**src/rtl/id_imm_sched.sv**
```systemverilog
// -----------------------------------------------------------------------------
// id_imm_sched
//
// Decode-stage scheduler for the immediate generator. Fetched instructions
// arrive over a valid/ready handshake and are held in a 2-entry skid buffer
// (output register + skid register). The immediate-select one-hot vector is
// decoded from the opcode when the instruction is captured and travels with it.
//
// Optional feature macro: ID_IMM_ILLEGAL_CHK_EN
//   When defined, adds out_illegal_o, flagging instructions whose low bits are
//   not 2'b11 or whose opcode is outside RV32I.
//
// Ports:
//   clk            in   core clock, rising edge
//   rst            in   asynchronous active-high reset
//   in_inst_i      in   fetched instruction
//   in_valid_i     in   in_inst_i valid
//   in_ready_o     out  block can accept (registered)
//   flush_i        in   discard all buffered instructions
//   out_inst_o     out  instruction to immediate generator / EX
//   out_imm_ctrl_o out  one-hot immediate select (IMMJ/IMMB/IMMU/IMMS/IMMI)
//   out_valid_o    out  out_* valid
//   out_ready_i    in   downstream accepts
//   cnt_o          out  count of output handshakes (wraps)
//   out_illegal_o  out  illegal-instruction flag (only with the macro)
// -----------------------------------------------------------------------------
`ifndef InstBus
`define InstBus 31:0
`endif
`ifndef SW_IMM_BUS
`define SW_IMM_BUS 4:0
`endif
`ifndef IMMJ
`define IMMJ 4
`endif
`ifndef IMMB
`define IMMB 3
`endif
`ifndef IMMU
`define IMMU 2
`endif
`ifndef IMMS
`define IMMS 1
`endif
`ifndef IMMI
`define IMMI 0
`endif

module id_imm_sched #(
  parameter int          CNT_W      = 32,
  parameter logic [31:0] RESET_INST = 32'h00000013
) (
  input  logic                clk,
  input  logic                rst,
  input  logic [`InstBus]     in_inst_i,
  input  logic                in_valid_i,
  output logic                in_ready_o,
  input  logic                flush_i,
  output logic [`InstBus]     out_inst_o,
  output logic [`SW_IMM_BUS]  out_imm_ctrl_o,
  output logic                out_valid_o,
  input  logic                out_ready_i,
`ifdef ID_IMM_ILLEGAL_CHK_EN
  output logic                out_illegal_o,
`endif
  output logic [CNT_W-1:0]    cnt_o
);

  // State encoding: bit0 = output register valid, bit1 = skid register valid.
  // This lets out_valid_o and in_ready_o come straight off flop outputs.
  localparam logic [1:0] S_EMPTY = 2'b00;
  localparam logic [1:0] S_ONE   = 2'b01;
  localparam logic [1:0] S_FULL  = 2'b11;

  function automatic logic [`SW_IMM_BUS] f_imm_sel(input logic [6:0] opcode);
    logic [`SW_IMM_BUS] sel;
    sel = '0;
    case (opcode)
      7'b0110111, 7'b0010111:                         sel[`IMMU] = 1'b1;
      7'b1101111:                                     sel[`IMMJ] = 1'b1;
      7'b1100111, 7'b0000011, 7'b0010011, 7'b1110011: sel[`IMMI] = 1'b1;
      7'b0100011:                                     sel[`IMMS] = 1'b1;
      7'b1100011:                                     sel[`IMMB] = 1'b1;
      default:                                        sel = '0;
    endcase
    return sel;
  endfunction

`ifdef ID_IMM_ILLEGAL_CHK_EN
  function automatic logic f_illegal(input logic [6:0] opcode);
    logic ill;
    ill = 1'b1;
    case (opcode)
      7'b0110111, 7'b0010111, 7'b1101111, 7'b1100111, 7'b1100011,
      7'b0000011, 7'b0100011, 7'b0010011, 7'b0110011, 7'b0001111,
      7'b1110011: ill = 1'b0;
      default:    ill = 1'b1;
    endcase
    // Compressed / non-32-bit encodings are never legal here.
    if (opcode[1:0] != 2'b11) ill = 1'b1;
    return ill;
  endfunction
`endif

  logic [1:0]          r_state;
  logic [1:0]          w_state_nxt;
  logic [`InstBus]     r_out_inst;
  logic [`SW_IMM_BUS]  r_out_imm;
  logic [`InstBus]     r_skid_inst;
  logic [`SW_IMM_BUS]  r_skid_imm;
  logic [CNT_W-1:0]    r_cnt;
  logic [`SW_IMM_BUS]  w_in_imm;
  logic                w_accept;
  logic                w_xfer;
  logic                w_load_out_in;
  logic                w_load_out_skid;
  logic                w_load_skid;

  assign w_in_imm = f_imm_sel(in_inst_i[6:0]);
  // Flush drops any same-cycle input even when ready is high.
  assign w_accept = in_valid_i & ~r_state[1] & ~flush_i;
  assign w_xfer   = r_state[0] & out_ready_i;

  assign w_load_out_in   = w_accept & ((r_state == S_EMPTY) | ((r_state == S_ONE) & w_xfer));
  assign w_load_skid     = w_accept & (r_state == S_ONE) & ~w_xfer;
  assign w_load_out_skid = ~flush_i & (r_state == S_FULL) & w_xfer;

  // NOTE: combinational next-state logic assigns a default first so no path
  // leaves w_state_nxt unassigned, which would otherwise infer a latch.
  always_comb begin
    w_state_nxt = r_state;
    if (flush_i) begin
      w_state_nxt = S_EMPTY;
    end else begin
      case (r_state)
        S_EMPTY: if (w_accept) w_state_nxt = S_ONE;
        S_ONE: begin
          if (w_accept && !w_xfer)      w_state_nxt = S_FULL;
          else if (!w_accept && w_xfer) w_state_nxt = S_EMPTY;
        end
        S_FULL:  if (w_xfer) w_state_nxt = S_ONE;
        default: w_state_nxt = S_EMPTY;
      endcase
    end
  end

  // NOTE: sequential state uses non-blocking assignments so every flop samples
  // the pre-edge values of its sources regardless of statement order.
  always_ff @(posedge clk or posedge rst) begin
    if (rst) begin
      r_state <= S_EMPTY;
      r_cnt   <= '0;
    end else begin
      r_state <= w_state_nxt;
      // A transfer in the flush cycle still counts.
      if (w_xfer) r_cnt <= r_cnt + {{(CNT_W-1){1'b0}}, 1'b1};
    end
  end

  // NOTE: the two buffer entries are reset too; they are only a few flops and
  // a defined out_inst_o (NOP) after reset is part of the interface.
  always_ff @(posedge clk or posedge rst) begin
    if (rst) begin
      r_out_inst  <= RESET_INST;
      r_out_imm   <= '0;
      r_skid_inst <= RESET_INST;
      r_skid_imm  <= '0;
    end else begin
      if (flush_i) begin
        r_out_inst <= RESET_INST;
        r_out_imm  <= '0;
      end else if (w_load_out_in) begin
        r_out_inst <= in_inst_i;
        r_out_imm  <= w_in_imm;
      end else if (w_load_out_skid) begin
        r_out_inst <= r_skid_inst;
        r_out_imm  <= r_skid_imm;
      end
      if (w_load_skid) begin
        r_skid_inst <= in_inst_i;
        r_skid_imm  <= w_in_imm;
      end
    end
  end

`ifdef ID_IMM_ILLEGAL_CHK_EN
  logic r_out_ill;
  logic r_skid_ill;

  always_ff @(posedge clk or posedge rst) begin
    if (rst) begin
      r_out_ill  <= 1'b0;
      r_skid_ill <= 1'b0;
    end else begin
      if (flush_i)              r_out_ill <= 1'b0;
      else if (w_load_out_in)   r_out_ill <= f_illegal(in_inst_i[6:0]);
      else if (w_load_out_skid) r_out_ill <= r_skid_ill;
      if (w_load_skid)          r_skid_ill <= f_illegal(in_inst_i[6:0]);
    end
  end

  assign out_illegal_o = r_out_ill;
`endif

  assign out_valid_o    = r_state[0];
  assign in_ready_o     = ~r_state[1];
  assign out_inst_o     = r_out_inst;
  assign out_imm_ctrl_o = r_out_imm;
  assign cnt_o          = r_cnt;

endmodule

```
**config.mk**
```make
export PLATFORM = sky130hd
export DESIGN_NAME = id_imm_sched
export DESIGN_NICKNAME = d
export VERILOG_FILES = /design/src/rtl/id_imm_sched.sv
export SDC_FILE = /design/constraint.sdc
export NUM_CORES = 1
export LEC_CHECK = 0
export ABC_AREA = 1
export CORE_MARGIN = 2
export CORE_UTILIZATION = 36
export DETAILED_ROUTE_END_ITERATION = 7
export SLEW_MARGIN = 20
export SYNTH_ARGS = -nofsm -noshare
export SYNTH_HDL_FRONTEND = slang
export SYNTH_SLANG_ARGS = --single-unit
```
**constraint.sdc**
```tcl
create_clock -name clk -period 6 [get_ports clk]
set_input_delay 1.2 -clock clk [delete_from_list [all_inputs] [get_ports clk]]
set_output_delay 1.2 -clock clk [all_outputs]
set_load 0.1 [all_outputs]
```
# == Yosys cells after proc, flatten, opt, wreduce, memory -nomap -nowiden ==
# Index checks and enable logic that the tools add are counted.
# classes
addsub,1
eq_ne,14
muxes,17
bitwise,13
n_reduce_logical,9
# op_table
operator,count
two-way mux 32 bit,3
adder 32 x 1 -> 32 bit (second input constant),1
== test 7 bit (second input constant),4
two-way mux 5 bit,3
== test 7 x 5 -> 1 bit (second input constant),2
== test 7 x 6 -> 1 bit (second input constant),2
two-way mux 2 bit,5
bitwise AND 1 bit,9
== test 7 x 2 -> 1 bit (second input constant),1
inequality test 3 bit (second input constant),2
one-hot mux 2 bit (3 select lines),1
two-way mux 1 bit,5
inequality test 4 x 2 -> 1 bit (second input constant),1
OR reduction 4 bit,1
NOT 1 bit,3
AND reduction 3 bit,1
nonzero test 3 bit,1
== test 2 x 1 -> 1 bit (second input constant),1
== test 2 bit (second input constant),1
logical AND 1 bit,2
logical NOT 1 bit,2
logical NOT 2 bit,1
OR reduction 2 bit,1
bitwise OR 1 bit,1
# word_totals
reg_bits,108
in_bits,37
out_inout_bits,71
word_cells,60

# == Longest topological paths before layout ==
# depth
ltp_word,9
mapped_depth,11
depth_no_buf,10

# == Least setup slack after synthesis ==
# No wires, ideal clock.
# synth_timing
kind,reg2reg
from,register r_state[0]
to,register r_out_imm[0] (netlist: out_imm_ctrl_o[0])
setup_time_ns,0.068
arrival_time_ns,2.189
t_required_ns,5.932
setup_slack_ns,3.743
path_stages_with_launch,11
n_path_buf,1
synth_period_minus_slack_ns,2.257
path_cell_list,dfrtp_1 -> inv_1 -> ha_1 -> inv_1 -> nand2_2 -> nand2_4 -> nand3_2 -> inv_2 -> buf_4 -> nand2_1 -> nand2_1
# synth_between
elab_chain_cells,6
elab_cells_between_ends,12
classes_between,2 x eq/ne; 2 x mux; 6 x bitwise; 2 x reduce/logical
# synth_lines
element,line,source
start: declaration,105,logic [1:0] r_state;
start signal: assignment,154,r_state <= w_state_nxt;
== test 2 x 1 -> 1 bit or bitwise AND 1 bit (tied branches),"124, 122",
bitwise AND 1 bit,124,assign w_load_out_in = w_accept & ((r_state == S_EMPTY) | ((r_state == S_ONE) & w_xfer));
bitwise OR 1 bit,124,
bitwise AND 1 bit,124,
two-way mux 5 bit,172,end else if (w_load_out_in) begin
two-way mux 5 bit,169,if (flush_i) begin
end signal: assignment,174,r_out_imm <= w_in_imm;
end signal: assignment,177,r_out_imm <= r_skid_imm;
end: declaration,108,logic [`SW_IMM_BUS] r_out_imm;
# Several ways; a longest one is shown, not always the timed one.
# A chain may end at the register's enable or synchronous reset.

# == Final worst setup path ==
# layout_timing
from,input port out_ready_i
to,register r_out_imm[2] (netlist: out_imm_ctrl_o[2])
# layout_between
elab_chain_cells,6
elab_cells_between_ends,8
classes_between,2 x mux; 5 x bitwise; 1 x reduce/logical
# layout_lines
element,line,source
start: declaration,62,"input logic out_ready_i,"
bitwise AND 1 bit (*),122,assign w_xfer = r_state[0] & out_ready_i;
bitwise AND 1 bit,124,
bitwise OR 1 bit,124,
bitwise AND 1 bit,124,
two-way mux 5 bit,172,
two-way mux 5 bit,169,
# Mark *: on every way between the ends. The rest lies on a longest branch, timed or not.

==> results_dict.tcl <==
set metrics [dict create \
    firstDrtPassIters 4 \
    antenna_left 0 \
    grt_pass1_wl_mm 20.6 \
    power_frac_clock_pct 22.2 \
    seq_area_frac_synth_pct 52.5 \
    worstSetupPathType "input pin to register" \
    hold_slack_ps 477 \
    clock_latency_ps 350 \
    grt_pass1_vias 4346 \
    rsz0062_at_grt "false" \
    avgSynthCellArea_um2 8.00 \
    cts_max_level 3 \
    syn_nets 688 \
    coreArea_mm2 0.0139 \
    combinationalPowerShare_pct 37.9 \
    hpwlAfterDp_mm 8.35 \
    async_flop_share_pct 100 \
    setup_viol 0 \
    drt-vias-per-instance 4.67 \
    period_share_pct 55.6 \
    synth_top_cell_area_share_pct 49.5 \
    wirelength_mm 11.9 \
    synth_cell_types 30 \
    dieWidth_um 124 \
    root_buffer "clkbuf_16" \
    via_count 4341 \
    status "finished, final reports clean" \
    syn_to_final_growth_pct 28.6 \
    maxCapViolations 0 \
    port-buffer-count 107 \
    swShare_pct 42.5 \
    cts_resized 0 \
    fp-row-count 43 \
    hold_viol 0 \
    slew_headroom_pct 34.1 \
    ys_ff_latch 108 \
    grt_overflow 0 \
    start_kind "input pin" \
    power.total_w 0.00256 \
    die_h_um 124 \
    fmaxAchievable_ghz 0.300 \
    clkSinkCount 108 \
    path_clk_slew_ps 70 \
    yosysTopAreaCell "dfrtp_1" \
    arrival_ps 3620 \
    cts_hold_buf 0 \
    fin_worst_skew_ps 6.27 \
    first_iter_violations 222 \
    internal_power_w 0.00147 \
    slew_viol_final 0 \
    endpoint_kind "register" \
    grt_start_max_net_pins 74 \
    nNetsFinal 788 \
    yosys_warnings 0 \
    netlist_instances 645 \
    crit_fanout 72 \
    die_area_mm2 0.0153 \
    grtUsageTotal_pct 17.0 \
    diodes 0 \
    worstPathRequired_ps 6290 \
    synthMostInstantiatedCell "nand2_1" \
    ios 108 \
    worstMarginPinSlew_ps 986 \
    syn_area_mm2 0.00516 \
    fin_crit_ps 3340 \
    p_seq_share_pct 39.9 \
    synth_common_cells "267 x nand2_1, 102 x dfrtp_1, 67 x o21ai_0" \
    clockBufferDepth 2 \
    yosys-top-cells-area "dfrtp_1 49%, nand2_1 19%, o21ai_0 6.5%" \
    power_density_mw_per_mm2 386 \
    leakage_nw 3.22 \
    ys.flop_type "dfrtp_1" \
    p_switching_w 0.00109 \
    setup_tns_ps 0 \
    tritoncts "yes" \
    gp_congestion 0.818 \
    drive_above_1_share_pct 5.33 \
    hold_class "register to register" \
    antenna_found_initial 0 \
    drc 0 \
    cts_buffers 9 \
    start_util_pct 37.0 \
    routedWlPerCell_um 12.8 \
    vdd_drop_max_uv 237 \
    synth-edff-count 0 \
    post-cts-setup-buffers 0 \
]
-- cells by family after synthesis --
group           after synthesis  share of synthesized area (%)
compound gates               73                           7.35
xor+xnor                     23                           3.90
fa+ha+maj                     6                           1.45
buf+inv                      83                           6.81
flops                       108                           52.5
simple gates                352                           28.0
-- layer usage --
| metal | share of wire [%] | track usage, % | vias up |
|---|---|---|---|
| met5 | 0 | 0 | - |
| met4 | 0.98 | 4.19 | 0 |
| met3 | 6.2 | 5.54 | 11 |
| met2 | 47 | 27.7 | 104 |
| met1 | 46 | 21.8 | 2027 |
| li1 | - | - | 2199 |
-- cell usage in the layout (no fill, tap or decap), types with 2 or more instances in the layout --
cell,synthesis,routed
nor3_1,3,3
nor2_2,3,3
o21ai_0,67,67
nand3_2,2,2
xnor2_1,15,15
clkdlybuf4s50_1,0,107
o21ai_1,3,3
nand4_1,8,8
nand3b_1,3,3
inv_1,59,58
clkinvlp_4,0,3
nor2_1,36,36
inv_2,4,4
xor2_1,8,8
ha_1,6,6
nand2_4,2,2
clkbuf_16,0,9
nand3_1,21,21
or2_2,2,2
nor3b_1,2,2
dfstp_2,6,6
buf_4,3,2
dfrtp_1,102,102
nand2_1,267,267
-- state kept, by name (all words and copies together) (netlist names) --
| register | count |
|---|---|
| r_skid_imm | 5 |
| r_skid_inst | 32 |
| out_imm_ctrl_o | 5 |
| out_inst_o | 32 |
| r_state | 2 |
| cnt_o | 32 |
-- layout make-up --
cell class | instances | area (um^2)
fillers | 1348 | 7300
flip-flops and latches | 108 | 2710
multi-input cells | 454 | 2100
repair buffers | 109 | 1090
clock buffers | 11 | 243
inverters | 63 | 239
well taps | 180 | 225
clock inverters | 5 | 36.3
-- stage by stage --
stage / util [%] / std cells / worst slack [ps] / instance area (um^2)
floorplan: - / 645 / 1960 / 5160
global placement: 45.6 / 914 / 2370 / 6360
detailed placement: 45.6 / 914 / 2230 / 6360
CTS: 47.6 / 930 / 2600 / 6640
global route: 47.6 / 930 / 2370 / 6640
finish: 47.6 / 930 / 2660 / 6640
-- worst max-delay path: stages --
cell	delay (ps)
clkdlybuf4s50_1	570
nand2_4	110
inv_2	100
nand2_1	60
nand2_2	80
nand2_4	350
a21oi_4	870
nand2_1	160
nand2_1	100
-- power by group through the flow --
stage               combinational [W]  sequential [W]  clock (W)
floorplan                    0.000378         0.00140          0
global placement             0.000963         0.00103          0
detailed placement           0.000980         0.00103          0
CTS                          0.000982         0.00102   0.000587
global route                  0.00107         0.00105   0.000616
finish                       0.000970         0.00102   0.000567
-- final timing paths --
check / endpoint / start / cells after the start / slack, ps
setup / recovery: out_imm_ctrl_o[2] / out_ready_i / 9 / 2660
hold / removal: out_inst_o[4] / out_inst_o[4] / 2 / 480
setup reg to reg: out_inst_o[13] / r_state[0] / 9 / 3460
hold reg to reg: out_inst_o[4] / out_inst_o[4] / 2 / 480
max in group asynchronous: r_skid_inst[17] / rst / 3 / 3550
min in group asynchronous: cnt_o[10] / rst / 2 / 1370
Note: power is estimated with default switching activity, not from simulation.
